`src/rtl/snn_layer_sequencer.sv`:
```
// Control sequencer for a two-layer SNN inference: walks the input->hidden and
// hidden->output MAC passes over a shared MAC/LUT and reports the argmax digit.
module snn_layer_sequencer #(
    parameter int unsigned N_IN  = 784,
    parameter int unsigned N_HID = 32,
    parameter int unsigned N_OUT = 10,
    parameter int unsigned LUT_W = 8
) (
    input  logic             clk,
    input  logic             rst_n,
    input  logic             start,
    output logic [9:0]       addr_input_unit,
    output logic [14:0]      addr_hid_weight,
    output logic [8:0]       addr_out_weight,
    output logic [4:0]       addr_hidden_unit,
    output logic             hid_we,
    output logic             mac_clr,
    output logic             mac_en,
    output logic             mac_sel,
    output logic             lut_rd,
    input  logic [LUT_W-1:0] lut_q,
    output logic [3:0]       digit,
    output logic             done
);

    localparam logic [3:0] S_IDLE    = 4'd0;
    localparam logic [3:0] S_HID_MAC = 4'd1;
    localparam logic [3:0] S_HID_DR1 = 4'd2;
    localparam logic [3:0] S_HID_DR2 = 4'd3;
    localparam logic [3:0] S_HID_WR  = 4'd4;
    localparam logic [3:0] S_OUT_MAC = 4'd5;
    localparam logic [3:0] S_OUT_DR1 = 4'd6;
    localparam logic [3:0] S_OUT_DR2 = 4'd7;
    localparam logic [3:0] S_OUT_CMP = 4'd8;
    localparam logic [3:0] S_DONE    = 4'd9;

    localparam logic [9:0] IN_LAST  = 10'(N_IN - 1);
    localparam logic [4:0] HID_LAST = 5'(N_HID - 1);
    localparam logic [3:0] OUT_LAST = 4'(N_OUT - 1);

    logic [3:0]       state_q,   state_d;
    logic [9:0]       in_addr_q, in_addr_d;
    logic [14:0]      hw_addr_q, hw_addr_d;
    logic [8:0]       ow_addr_q, ow_addr_d;
    logic [4:0]       hu_addr_q, hu_addr_d;
    logic [4:0]       j_q,       j_d;
    logic [3:0]       o_q,       o_d;
    logic [3:0]       digit_q,   digit_d;
    logic [LUT_W-1:0] best_q,    best_d;
    logic             done_q,    done_d;

    always_ff @(posedge clk) begin
        if (!rst_n) begin
            state_q   <= S_IDLE;
            in_addr_q <= '0;
            hw_addr_q <= '0;
            ow_addr_q <= '0;
            hu_addr_q <= '0;
            j_q       <= '0;
            o_q       <= '0;
            digit_q   <= '0;
            best_q    <= '0;
            done_q    <= 1'b0;
        end else begin
            state_q   <= state_d;
            in_addr_q <= in_addr_d;
            hw_addr_q <= hw_addr_d;
            ow_addr_q <= ow_addr_d;
            hu_addr_q <= hu_addr_d;
            j_q       <= j_d;
            o_q       <= o_d;
            digit_q   <= digit_d;
            best_q    <= best_d;
            done_q    <= done_d;
        end
    end

    // The input-unit address doubles as k in the hidden layer and the
    // hidden-unit address doubles as k in the output layer; weight addresses
    // are running counters that only advance while a new operand is fetched.
    always_comb begin
        state_d   = state_q;
        in_addr_d = in_addr_q;
        hw_addr_d = hw_addr_q;
        ow_addr_d = ow_addr_q;
        hu_addr_d = hu_addr_q;
        j_d       = j_q;
        o_d       = o_q;
        digit_d   = digit_q;
        best_d    = best_q;
        done_d    = done_q;
        case (state_q)
            S_IDLE, S_DONE: begin
                if (start) begin
                    state_d   = S_HID_MAC;
                    in_addr_d = '0;
                    hw_addr_d = '0;
                    ow_addr_d = '0;
                    hu_addr_d = '0;
                    j_d       = '0;
                    o_d       = '0;
                    digit_d   = '0;
                    best_d    = '0;
                    done_d    = 1'b0;
                end
            end
            S_HID_MAC: begin
                if (in_addr_q == IN_LAST) begin
                    state_d = S_HID_DR1;
                end else begin
                    in_addr_d = in_addr_q + 10'd1;
                    hw_addr_d = hw_addr_q + 15'd1;
                end
            end
            S_HID_DR1: state_d = S_HID_DR2;
            S_HID_DR2: begin
                state_d   = S_HID_WR;
                hu_addr_d = j_q;
            end
            S_HID_WR: begin
                if (j_q == HID_LAST) begin
                    state_d   = S_OUT_MAC;
                    hu_addr_d = '0;
                end else begin
                    state_d   = S_HID_MAC;
                    j_d       = j_q + 5'd1;
                    in_addr_d = '0;
                    hw_addr_d = hw_addr_q + 15'd1;
                end
            end
            S_OUT_MAC: begin
                if (hu_addr_q == HID_LAST) begin
                    state_d = S_OUT_DR1;
                end else begin
                    hu_addr_d = hu_addr_q + 5'd1;
                    ow_addr_d = ow_addr_q + 9'd1;
                end
            end
            S_OUT_DR1: state_d = S_OUT_DR2;
            S_OUT_DR2: state_d = S_OUT_CMP;
            S_OUT_CMP: begin
                if ((o_q == 4'd0) || (lut_q > best_q)) begin
                    best_d  = lut_q;
                    digit_d = o_q;
                end
                if (o_q == OUT_LAST) begin
                    state_d = S_DONE;
                    done_d  = 1'b1;
                end else begin
                    state_d   = S_OUT_MAC;
                    o_d       = o_q + 4'd1;
                    hu_addr_d = '0;
                    ow_addr_d = ow_addr_q + 9'd1;
                end
            end
            default: state_d = S_IDLE;
        endcase
    end

    // mac_en trails the address by one cycle because memory reads are synchronous.
    always_comb begin
        mac_clr = ((state_q == S_HID_MAC) && (in_addr_q == '0)) ||
                  ((state_q == S_OUT_MAC) && (hu_addr_q == '0));
        mac_en  = ((state_q == S_HID_MAC) && (in_addr_q != '0)) ||
                  ((state_q == S_OUT_MAC) && (hu_addr_q != '0)) ||
                  (state_q == S_HID_DR1) || (state_q == S_OUT_DR1);
        mac_sel = (state_q == S_OUT_MAC) || (state_q == S_OUT_DR1) ||
                  (state_q == S_OUT_DR2);
        lut_rd  = (state_q == S_HID_DR2) || (state_q == S_OUT_DR2);
        hid_we  = (state_q == S_HID_WR);
    end

    assign addr_input_unit  = in_addr_q;
    assign addr_hid_weight  = hw_addr_q;
    assign addr_out_weight  = ow_addr_q;
    assign addr_hidden_unit = hu_addr_q;
    assign digit            = digit_q;
    assign done             = done_q;

endmodule

```
`config.mk`:
```
export PLATFORM = sky130hd
export DESIGN_NAME = snn_layer_sequencer
export DESIGN_NICKNAME = d
export VERILOG_FILES = /design/src/rtl/snn_layer_sequencer.sv
export SDC_FILE = /design/constraint.sdc
export NUM_CORES = 1
export LEC_CHECK = 0
export ABC_AREA = 1
export CAP_MARGIN = 20
export CORE_UTILIZATION = 59
export DETAILED_ROUTE_END_ITERATION = 16
export PLACE_DENSITY = 0.91
export SLEW_MARGIN = 5
export SYNTH_ARGS = -nofsm -noshare
export SYNTH_HDL_FRONTEND = slang
export SYNTH_SLANG_ARGS = --single-unit
export TNS_END_PERCENT = 30
```
`constraint.sdc`:
```
create_clock -name clk -period 3.6 [get_ports clk]
set_input_delay 0.36 -clock clk [delete_from_list [all_inputs] [get_ports clk]]
set_output_delay 0.36 -clock clk [all_outputs]
set_load 0.05 [all_outputs]
```
==> results.yml <==
cts:
  clock_sinks: 65
  cts_htree_levels: 3
  root_buffer: "clkbuf_8"
  max-clock-path-buffers: 2
  holdBufCountCts: 0
  cts_tree: "built"
  postCtsSetupBuffers: 0
  insertion_delay_ns: 0.36
  numCtsBuffers: 9
  clkTransAtPathRegs_ns: 0.07
  cts_resized: 0
global_routing:
  antenna_found_initial: 0
  grt_pass1_vias: 3835
  grt_max_degree: 26
  gr-total-overflow: 0
  grtUsageTotal: 0.2827
  grt_pass1_wl_um: 16570
setup_path:
  crit_family: "buffers and inverters"
  worstPathCellList: "inv_2 -> nand2_4 -> nor2_8 -> inv_1 -> o221ai_1 -> clkdlybuf4s50_1"
  r2r_setup_slack_ns: 1.34
  cp.required_ns: 3.24
  worstSetupStartpoint: "state_q[3]"
  path_class: "reg2out"
  cp.buffers_inverters: 3
  max_stage_delay_ns: 0.84
  slowest_stage: "clkdlybuf4s50_1"
  r2r_cells: 10
  cp-end-kind: "output port"
  worstSetupPathDepth: 6
  cp_data_arrival_time_ns: 2.46
  timing.rr.end: "j_q[2]"
  reg2reg_from: "state_q[0]"
  crit_fanout: 11
  crit_end: "mac_en"
  critical_path.startpoint_type: "flip-flop"
power:
  power.density_mw_per_mm2: 561.4
  leakagePower_nw: 1.941
  max-vdd-ir-drop_mv: 0.5192
drt:
  drtPass1Iterations: 5
  via_count: 4085
  post-route-drc-count: 0
  routed_wl_um: 9990
  vias_per_cell: 5.461
  post_drt_wl_per_cell_um: 13.36
  ant_nets: 0
  dr.first_iter.drc_count: 211
floorplanning:
  die_h_um: 85.39
  die_area_mm2: 0.007291
  ioPinCount: 60
  initial_utilization: 0.6072
  rows: 30
  chipWidth_um: 85.39
  core_mm2: 0.006756
cells_and_area:
  num_antenna_cells: 0
  nNetsFinal: 694
  final_cells: 748
  n_fill_cell: 525
  syn_to_final_growth_pct: 20.86
  drive_gt1_frac: 0.1018
synth:
  synthAdderAreaFrac: 0.06099
  synth-xor-area-share: 0.02348
  ys_async_sr_fraction: 0
  synthMuxAreaShare: 0
  syn_inst: 605
  synth_edf_count: 0
  yosys.area_share.simple: 0.3885
  yosysWarningCount: 0
  synth_compound_area_frac: 0.1141
  synth_nets: 636
  synth_area_mm2: 0.004103
  synth_top_family_by_area: "simple AND/OR/NAND/NOR gates"
  yosysSeqAreaShare: 0.3172
  synth_cell_types: 44
  ys_ff_latch: 65
  synth_ff_type: "dfxtp_1"
  syn_area_per_cell_um2: 6.781
sta:
  drv_slew: 0
  worst_pin_slew_ns: 0.7362
  finalSetupTns_ns: 0
  fin_crit_sh: 0.7840
  hold_violations: 0
  max_slew_margin: 0.5087
  max_freq_mhz: 354.3
  skew_ns: 0.01244
  setup_violations: 0
  min_period_ns: 2.822
  grt_setup_unrepaired: "no"
placed_design:
  dp.cells: 732
  globalplace.congestion: 0.8785
  io_buffer_count: 59
  dp_hpwl_um: 7103
hold_path:
  hp-class: "reg2reg"
flow_run:
  maxCapViolations: 0
outcome:
  outcome: "finished, final reports clean"
-- worst min-delay path by stage --
stage	from	end	slack (ns)	cells after the start
6_report	done	done	0.48	2
5_1_grt	o_q[1]	o_q[1]	0.51	2
4_1_cts	done	done	0.48	2
3_5_place_dp	done	done	0.47	2
3_3_place_gp	done	done	0.45	2
2_1_floorplan	best_q[1]	best_q[1]	0.45	2
-- kinds of logic after synthesis --
kind of cell / count (synthesis)
AND/OR/NAND/NOR: 335
buffers and inverters: 91
AO/OA/AOI/OAI: 83
flip-flops: 65
adder cells (fa/ha/maj): 20
XOR/XNOR: 11
-- worst register-to-register path: stages (launching register included) --
cell and delay, ns:
dfxtp_1 0.39, inv_2 0.16, nand2_4 0.11, nand4_4 0.15
inv_2 0.06, nor2_2 0.56, nand2_1 0.21, nand2_1 0.22
nand2_1 0.11, nor2_1 0.12, nor2_1 0.06
-- layout by cell type (no fill, tap or decap), drive strengths merged, types with 3 or more instances in the layout --
master,count
bufinv,3
ha,20
clkdlybuf4s50,59
nand4,11
inv,75
o22ai,3
o21bai,3
nand3,41
nor2,95
clkinv,4
clkbuf,10
xor2,9
nand2,171
o21ai,15
dfxtp,65
a21oi,52
nor3,13
-- report_power, final --
group	total, W	switching (W)	leakage, nW	internal [W]
Sequential	0.000866	0.0000684	0.527	0.000797
Combinational	0.00114	0.000786	1.29	0.000350
Clock	0.000783	0.000302	0.123	0.000481
-- stage by stage --
stage	instance area, µm²	utilization	hold WS (ns)	worst slack (ns)	total power, W
2_1_floorplan	4103	-	0.4516	1.202	0.001810
3_3_place_gp	4706	0.6965	0.4519	1.203	0.001968
3_5_place_dp	4706	0.6965	0.4671	1.161	0.002007
4_1_cts	4959	0.7339	0.4827	0.7765	0.002787
5_1_grt	4959	0.7339	0.5089	0.6505	0.002948
6_report	4959	0.7339	0.4785	0.7777	0.002783
-- state kept, by name, summed over array words and instances, names as in the netlist --
signal,count
addr_hidden_unit,5
addr_hid_weight,15
done,1
addr_input_unit,10
j_q,5
best_q,8
state_q,4
digit,4
o_q,4
addr_out_weight,9
-- area by class of cell --
cell class,instances,area (µm²),share of cell area
multi-input cells,449,2409,0.4857
flip-flops and latches,65,1301,0.2624
repair buffers,61,605.6,0.1221
inverters,77,290.3,0.05854
clock buffers,10,137.6,0.02776
clock inverters,6,115.1,0.02321
well taps,80,100.1,0.02019
-- cells in the mapped netlist (5+ instances only) --
master / instances / share of area
nand2_1: 155 / 0.14
nor2_1: 81 / 0.074
dfxtp_1: 65 / 0.32
inv_1: 64 / 0.059
a21oi_1: 51 / 0.062
nand3_1: 38 / 0.046
ha_1: 20 / 0.061
nor3_1: 13 / 0.016
inv_2: 11 / 0.010
nand2_2: 10 / 0.015
nand4_1: 9 / 0.014
o21ai_0: 9 / 0.011
xor2_1: 9 / 0.019
buf_6: 6 / 0.016
nand2_4: 6 / 0.016
nor2_4: 6 / 0.016
clkbuf_1: 5 / 0.0046
nor2_2: 5 / 0.0076
o21ai_1: 5 / 0.0061
-- per-layer routing --
layer  vias to the layer above  wire [µm]  track usage
li1                       2052          -            -
met2                       124       4851       0.5066
met5                         -          0            0
met3                        25        485      0.04183
met4                         0        257       0.1288
met1                      1884       4396       0.3337
Note: power is estimated with default switching activity, not from simulation.
